**config.mk**
```make
export PLATFORM = sky130hd
export DESIGN_NAME = pal_check_arbiter
export DESIGN_NICKNAME = d
export VERILOG_FILES = /design/src/rtl/pal_pkg.sv /design/src/rtl/pal_word_check.sv /design/src/rtl/pal_check_arbiter.sv
export SDC_FILE = /design/constraint.sdc
export NUM_CORES = 1
export LEC_CHECK = 0
export ABC_AREA = 1
export CAP_MARGIN = 40
export CORE_MARGIN = 2
export CORE_UTILIZATION = 25
export DETAILED_ROUTE_END_ITERATION = 12
export GPL_TIMING_DRIVEN = 0
export HOLD_SLACK_MARGIN = 0.15
export SYNTH_ARGS = -nofsm -noshare
export SYNTH_HDL_FRONTEND = slang
export SYNTH_HIERARCHICAL = 1
export SYNTH_SLANG_ARGS = --single-unit
export TNS_END_PERCENT = 1
```
**constraint.sdc**
```tcl
create_clock -name clk -period 4.5 [get_ports clk]
set_input_delay 1.35 -clock clk [delete_from_list [all_inputs] [get_ports clk]]
set_output_delay 1.35 -clock clk [all_outputs]
set_load 0.01 [all_outputs]
```
**src/rtl/pal_pkg.sv**
```systemverilog
// Shared types and constants for the palindrome-check arbiter.
package pal_pkg;

    typedef enum logic [1:0] {
        IDLE  = 2'd0,
        CHECK = 2'd1,
        RESP  = 2'd2
    } pal_arb_state_t;

    localparam int PAL_STAT_W = 16;

    // Saturating increment for the statistics counters
    function automatic logic [PAL_STAT_W-1:0] sat_inc(input logic [PAL_STAT_W-1:0] v);
        return (&v) ? v : v + 1'b1;
    endfunction

endpackage

```
**src/rtl/pal_word_check.sv**
```systemverilog
// Combinational palindrome evaluator: mirrored bit pairs must match; for odd W the middle bit is ignored.
module pal_word_check #(
    parameter int W = 4
) (
    input  logic [W-1:0] word,
    output logic         pal
);

    localparam int HALF = W / 2;

    logic [HALF-1:0] pair_eq;

    genvar gi;
    generate
        for (gi = 0; gi < HALF; gi++) begin : g_pair
            assign pair_eq[gi] = (word[gi] == word[W-1-gi]);
        end
    endgenerate

    assign pal = &pair_eq;

endmodule

```
**src/rtl/pal_check_arbiter.sv**
```systemverilog
// Round-robin front end sharing one palindrome checker among N_REQ requesters.
// Optional statistics counters are enabled by defining PAL_ARB_STATS_EN.
module pal_check_arbiter
    import pal_pkg::*;
#(
    parameter int N_REQ = 4,
    parameter int W     = 4,
    parameter int ID_W  = $clog2(N_REQ)
) (
    input  logic               clk,
    input  logic               rst_n,
    input  logic [N_REQ-1:0]   req_valid,
    input  logic [N_REQ*W-1:0] req_data,
    output logic [N_REQ-1:0]   req_ready,
    output logic               rsp_valid,
    output logic [ID_W-1:0]    rsp_id,
    output logic               rsp_pal,
    input  logic               rsp_ready
`ifdef PAL_ARB_STATS_EN
    ,
    output logic [PAL_STAT_W-1:0] stat_checks,
    output logic [PAL_STAT_W-1:0] stat_hits
`endif
);

    pal_arb_state_t state_reg, state_next;

    logic [W-1:0]    word_reg;
    logic [ID_W-1:0] id_reg;
    logic [ID_W-1:0] rr_ptr_reg;
    logic            rsp_valid_reg;
    logic [ID_W-1:0] rsp_id_reg;
    logic            rsp_pal_reg;

    logic [W-1:0]    data_arr [N_REQ];
    logic            grant_found;
    logic [ID_W-1:0] grant_id;
    logic [ID_W-1:0] search_id;
    logic            accept;
    logic            word_pal;
    logic            rsp_done;

    genvar gi;
    generate
        for (gi = 0; gi < N_REQ; gi++) begin : g_req
            assign data_arr[gi]  = req_data[gi*W +: W];
            assign req_ready[gi] = (state_reg == IDLE) && grant_found && (grant_id == ID_W'(gi));
        end
    endgenerate

    // Scan offsets from highest to lowest so the closest valid requester to rr_ptr wins.
    always_comb begin
        grant_found = 1'b0;
        grant_id    = '0;
        search_id   = '0;
        for (int k = N_REQ - 1; k >= 0; k--) begin
            search_id = ID_W'((int'(rr_ptr_reg) + k) % N_REQ);
            if (req_valid[search_id]) begin
                grant_found = 1'b1;
                grant_id    = search_id;
            end
        end
    end

    always_ff @(posedge clk or negedge rst_n) begin
        if (!rst_n) begin
            state_reg <= IDLE;
        end else begin
            state_reg <= state_next;
        end
    end

    always_comb begin
        state_next = state_reg;
        accept     = 1'b0;
        rsp_done   = 1'b0;
        case (state_reg)
            IDLE: begin
                if (grant_found) begin
                    accept     = 1'b1;
                    state_next = CHECK;
                end
            end
            CHECK: state_next = RESP;
            RESP: begin
                if (rsp_ready) begin
                    rsp_done   = 1'b1;
                    state_next = IDLE;
                end
            end
            default: state_next = IDLE;
        endcase
    end

    pal_word_check #(.W(W)) u_word_check (
        .word (word_reg),
        .pal  (word_pal)
    );

    always_ff @(posedge clk or negedge rst_n) begin
        if (!rst_n) begin
            word_reg      <= '0;
            id_reg        <= '0;
            rr_ptr_reg    <= '0;
            rsp_valid_reg <= 1'b0;
            rsp_id_reg    <= '0;
            rsp_pal_reg   <= 1'b0;
        end else begin
            if (accept) begin
                word_reg   <= data_arr[grant_id];
                id_reg     <= grant_id;
                rr_ptr_reg <= (grant_id == ID_W'(N_REQ - 1)) ? '0 : grant_id + 1'b1;
            end
            if (state_reg == CHECK) begin
                rsp_pal_reg   <= word_pal;
                rsp_id_reg    <= id_reg;
                rsp_valid_reg <= 1'b1;
            end
            if (rsp_done) begin
                rsp_valid_reg <= 1'b0;
            end
        end
    end

    assign rsp_valid = rsp_valid_reg;
    assign rsp_id    = rsp_id_reg;
    assign rsp_pal   = rsp_pal_reg;

`ifdef PAL_ARB_STATS_EN
    logic [PAL_STAT_W-1:0] stat_checks_reg;
    logic [PAL_STAT_W-1:0] stat_hits_reg;

    always_ff @(posedge clk or negedge rst_n) begin
        if (!rst_n) begin
            stat_checks_reg <= '0;
            stat_hits_reg   <= '0;
        end else if (rsp_done) begin
            stat_checks_reg <= sat_inc(stat_checks_reg);
            if (rsp_pal_reg) begin
                stat_hits_reg <= sat_inc(stat_hits_reg);
            end
        end
    end

    assign stat_checks = stat_checks_reg;
    assign stat_hits   = stat_hits_reg;
`else
    // Statistics counters are absent in this build.
`endif

endmodule

```
==> metrics.md <==
| Metric | Value |
|---|---|
| Status | `finished clean` |
| Die H | `66.64 µm` |
| GR Util All Layers | `10.46%` |
| Fmax | `227.8 MHz` |
| Gpl congestion | `0.8219` |
| Synth area leaders | `dfrtp_1, nand2_1, nand3_1` |
| PwrDens | `771.8 nW/µm²` |
| Warning count from the yosys run | `6` |
| Sw Share | `47.43%` |
| DR iter-0 viols | `19` |
| Pre-antenna DRT Iters | `4` |
| Initial antenna violation count | `0` |
| Final Hold Vio Count | `0` |
| Vias post-DR | `1026` |
| Largest area contributor in the netlist | `dfrtp_1` |
| Via density | `4.171` |
| Critical-path maximum fanout | `8` |
| Inserted Diodes | `0` |
| Worst endpoint required time | `3.15 ns` |
| Crit-path cells | `clkdlybuf4s50_1 > nand2_1 > nand2_1 > nand3_1 > nand3_2 > nand2_1 > nand2_1 > nand2_4 > nor3_1 > clkdlybuf4s15_1` |
| Vias in the first global route | `850` |
| Tmin final | `4.389 ns` |
| Most frequent cells in the layout | `nand2_1, inv_1, clkdlybuf4s50_1` |
| # setup viols final | `0` |
| Worst min path class | `register to register` |
| Die Area | `4441 µm²` |
| H-tree depth | `1` |
| Synth Cell Area | `980.9 µm²` |
| WL/cell | `9.325 µm` |
| Final Util | `39.46%` |
| Sequential share of power | `21.4%` |
| CP dominant cell by count | `nand2_1` |
| Share of layout cells above drive strength 1 | `15.66%` |
| Initial Util | `26.40%` |
| Seq/Total Area, Yosys | `35.71%` |
| Gate power share | `67.8%` |
| Max-Cap Viols | `0` |
| Clock Power Share | `10.8%` |
| Total wire length | `2294 µm` |
| Final worst-path cycle share | `97.54%` |
| Largest net degree at the start of global routing | `15` |
| Slew of the pin with the lowest slew margin | `0.6208 ns` |
| Pint | `594.9 µW` |
| Final ANT Viol Nets | `0` |
| Placeable Area | `3716 µm²` |
| Crit-path max cell delay | `0.48 ns` |
| Worst Setup End Kind | `primary output` |
| Syn Area/Cell | `6.169 µm²` |
| Die Span X | `66.64 µm` |
| Clock transition at path regs | `0.06 ns` |
| Clock Tree Buf Depth | `2` |
| Worst-Skew Late Latency | `0.25 ns` |
| Setup Skew | `0.001601 ns` |
| First-pass GRT wire length | `3546 µm` |
| Synth unique cells | `18` |
| Synth top area share | `35.71%` |
| # IOs | `31` |
| # rows | `22` |
| Max-slew headroom | `58.48%` |
| CTS tree | `done` |
| Area growth syn-to-layout | `49.49%` |
| Leakage power | `0.0007944 µW` |
| Setup Crit Path Kind | `input port to primary output` |
| Input/output buffers | `30` |
| Num CTS Buffers | `3` |
| Max-slew violation count | `0` |
| Overflow after GRT | `0` |
| Mapped Cells | `159` |
| Hold WS | `0.4668 ns` |
| Post-DP Area | `1341 µm²` |
| Final HPWL DP | `1710 µm` |
| Clock root cell | `clkbuf_8` |
| Fin area | `1466 µm²` |
| Commonest non-fill, non-tap cell in the layout | `nand2_1` |
| Fill cells | `406` |
| Slowest-stage cell, CP | `clkdlybuf4s50_1` |
| Clock sinks | `14` |
| Setup WS post-layout | `0.1107 ns` |
| Post-synth net total | `183` |
| Max VDD drop | `0.2899 mV` |
| Setup crit start kind | `input port` |
| Setup TNS | `0 ns` |
| Dpl ws | `-0.3308 ns` |
| Synth Register Bits | `14` |
| Sw power | `536.9 µW` |
| Layout Nets | `223` |
| Largest register FFs | `4` |
| WP data arrival | `3.04 ns` |
| Drt drc | `0` |
## power by group through the flow
stage          Combinational [µW]  Clock (µW)  Sequential, µW
6_report                      768         122             242
4_1_cts                       677         125             240
3_3_place_gp                  672           0             240
3_5_place_dp                  679           0             241
5_1_grt                       869         131             249
2_1_floorplan                 477           0             238
## final cells by class
type | count | area (µm²) | share of cell area, %
timing repair buffer | 35 | 322.8 | 22.01
tap | 48 | 60.06 | 4.096
sequential | 14 | 350.3 | 23.89
inverter | 33 | 126.4 | 8.618
clock buffer | 4 | 55.05 | 3.754
multi-input combinational | 111 | 540.5 | 36.86
buffer | 1 | 11.26 | 0.7679
## path summary, 6_finish.rpt
path / start / endpoint / cells after the start / slack, ns
max: req_valid[3] / req_ready[1] / 10 / 0.11
min: rsp_pal / rsp_pal / 2 / 0.47
max reg2reg: rr_ptr_reg[0] / rr_ptr_reg[1] / 11 / 2.58
min reg2reg: rsp_pal / rsp_pal / 2 / 0.47
max in group asynchronous: rst_n / state_reg[0] / 1 / 2.61
min in group asynchronous: rst_n / rsp_pal / 1 / 1.49
## cell families after synthesis
family	synth area share, %
simple gates	45.41
buf+inv	13.78
flops	35.71
compound gates	3.826
fa+ha+maj	1.275
## synth_stat cells
cell	count
nand2_1	57
inv_1	31
nand3_1	27
dfrtp_1	14
nor2_1	8
o21ai_0	5
nand2_2	3
inv_2	2
nor3_1	2
or2_0	2
a21oi_1	1
buf_6	1
ha_1	1
nand4_1	1
nor2_2	1
o21a_1	1
or2_1	1
or2_2	1
## layer usage
metal | up-vias | part of all wire [%] | GRT usage [%]
met2 | 26 | 43 | 15.00
met1 | 433 | 50 | 14.32
met4 | 0 | 2.1 | 6.122
met3 | 5 | 4.8 | 2.196
li1 | 562 | - | -
met5 | - | 0 | 0
## worst max-delay path, delay by kind of cell
kind / cells / cell delay [ns]
simple gates: 8 / 0.94
buf+inv: 2 / 0.75
## what timing repair did
action | CTS | global route
buffers inserted | 0 | 5
pin swaps | 0 | 3
cloned | 0 | 0
endpoints found under the setup margin | 4 | 4
hold buffers | 0 | 0
gates resized for setup | 9 | 16
## metrics by stage
stage | std cells | power, µW
6_report | 246 | 1132
5_1_grt | 246 | 1250
4_1_cts | 241 | 1041
3_5_place_dp | 237 | 919.8
3_3_place_gp | 237 | 912.3
2_1_floorplan | 159 | 715.1
No activity file was read; power rests on OpenSTA's default activity.
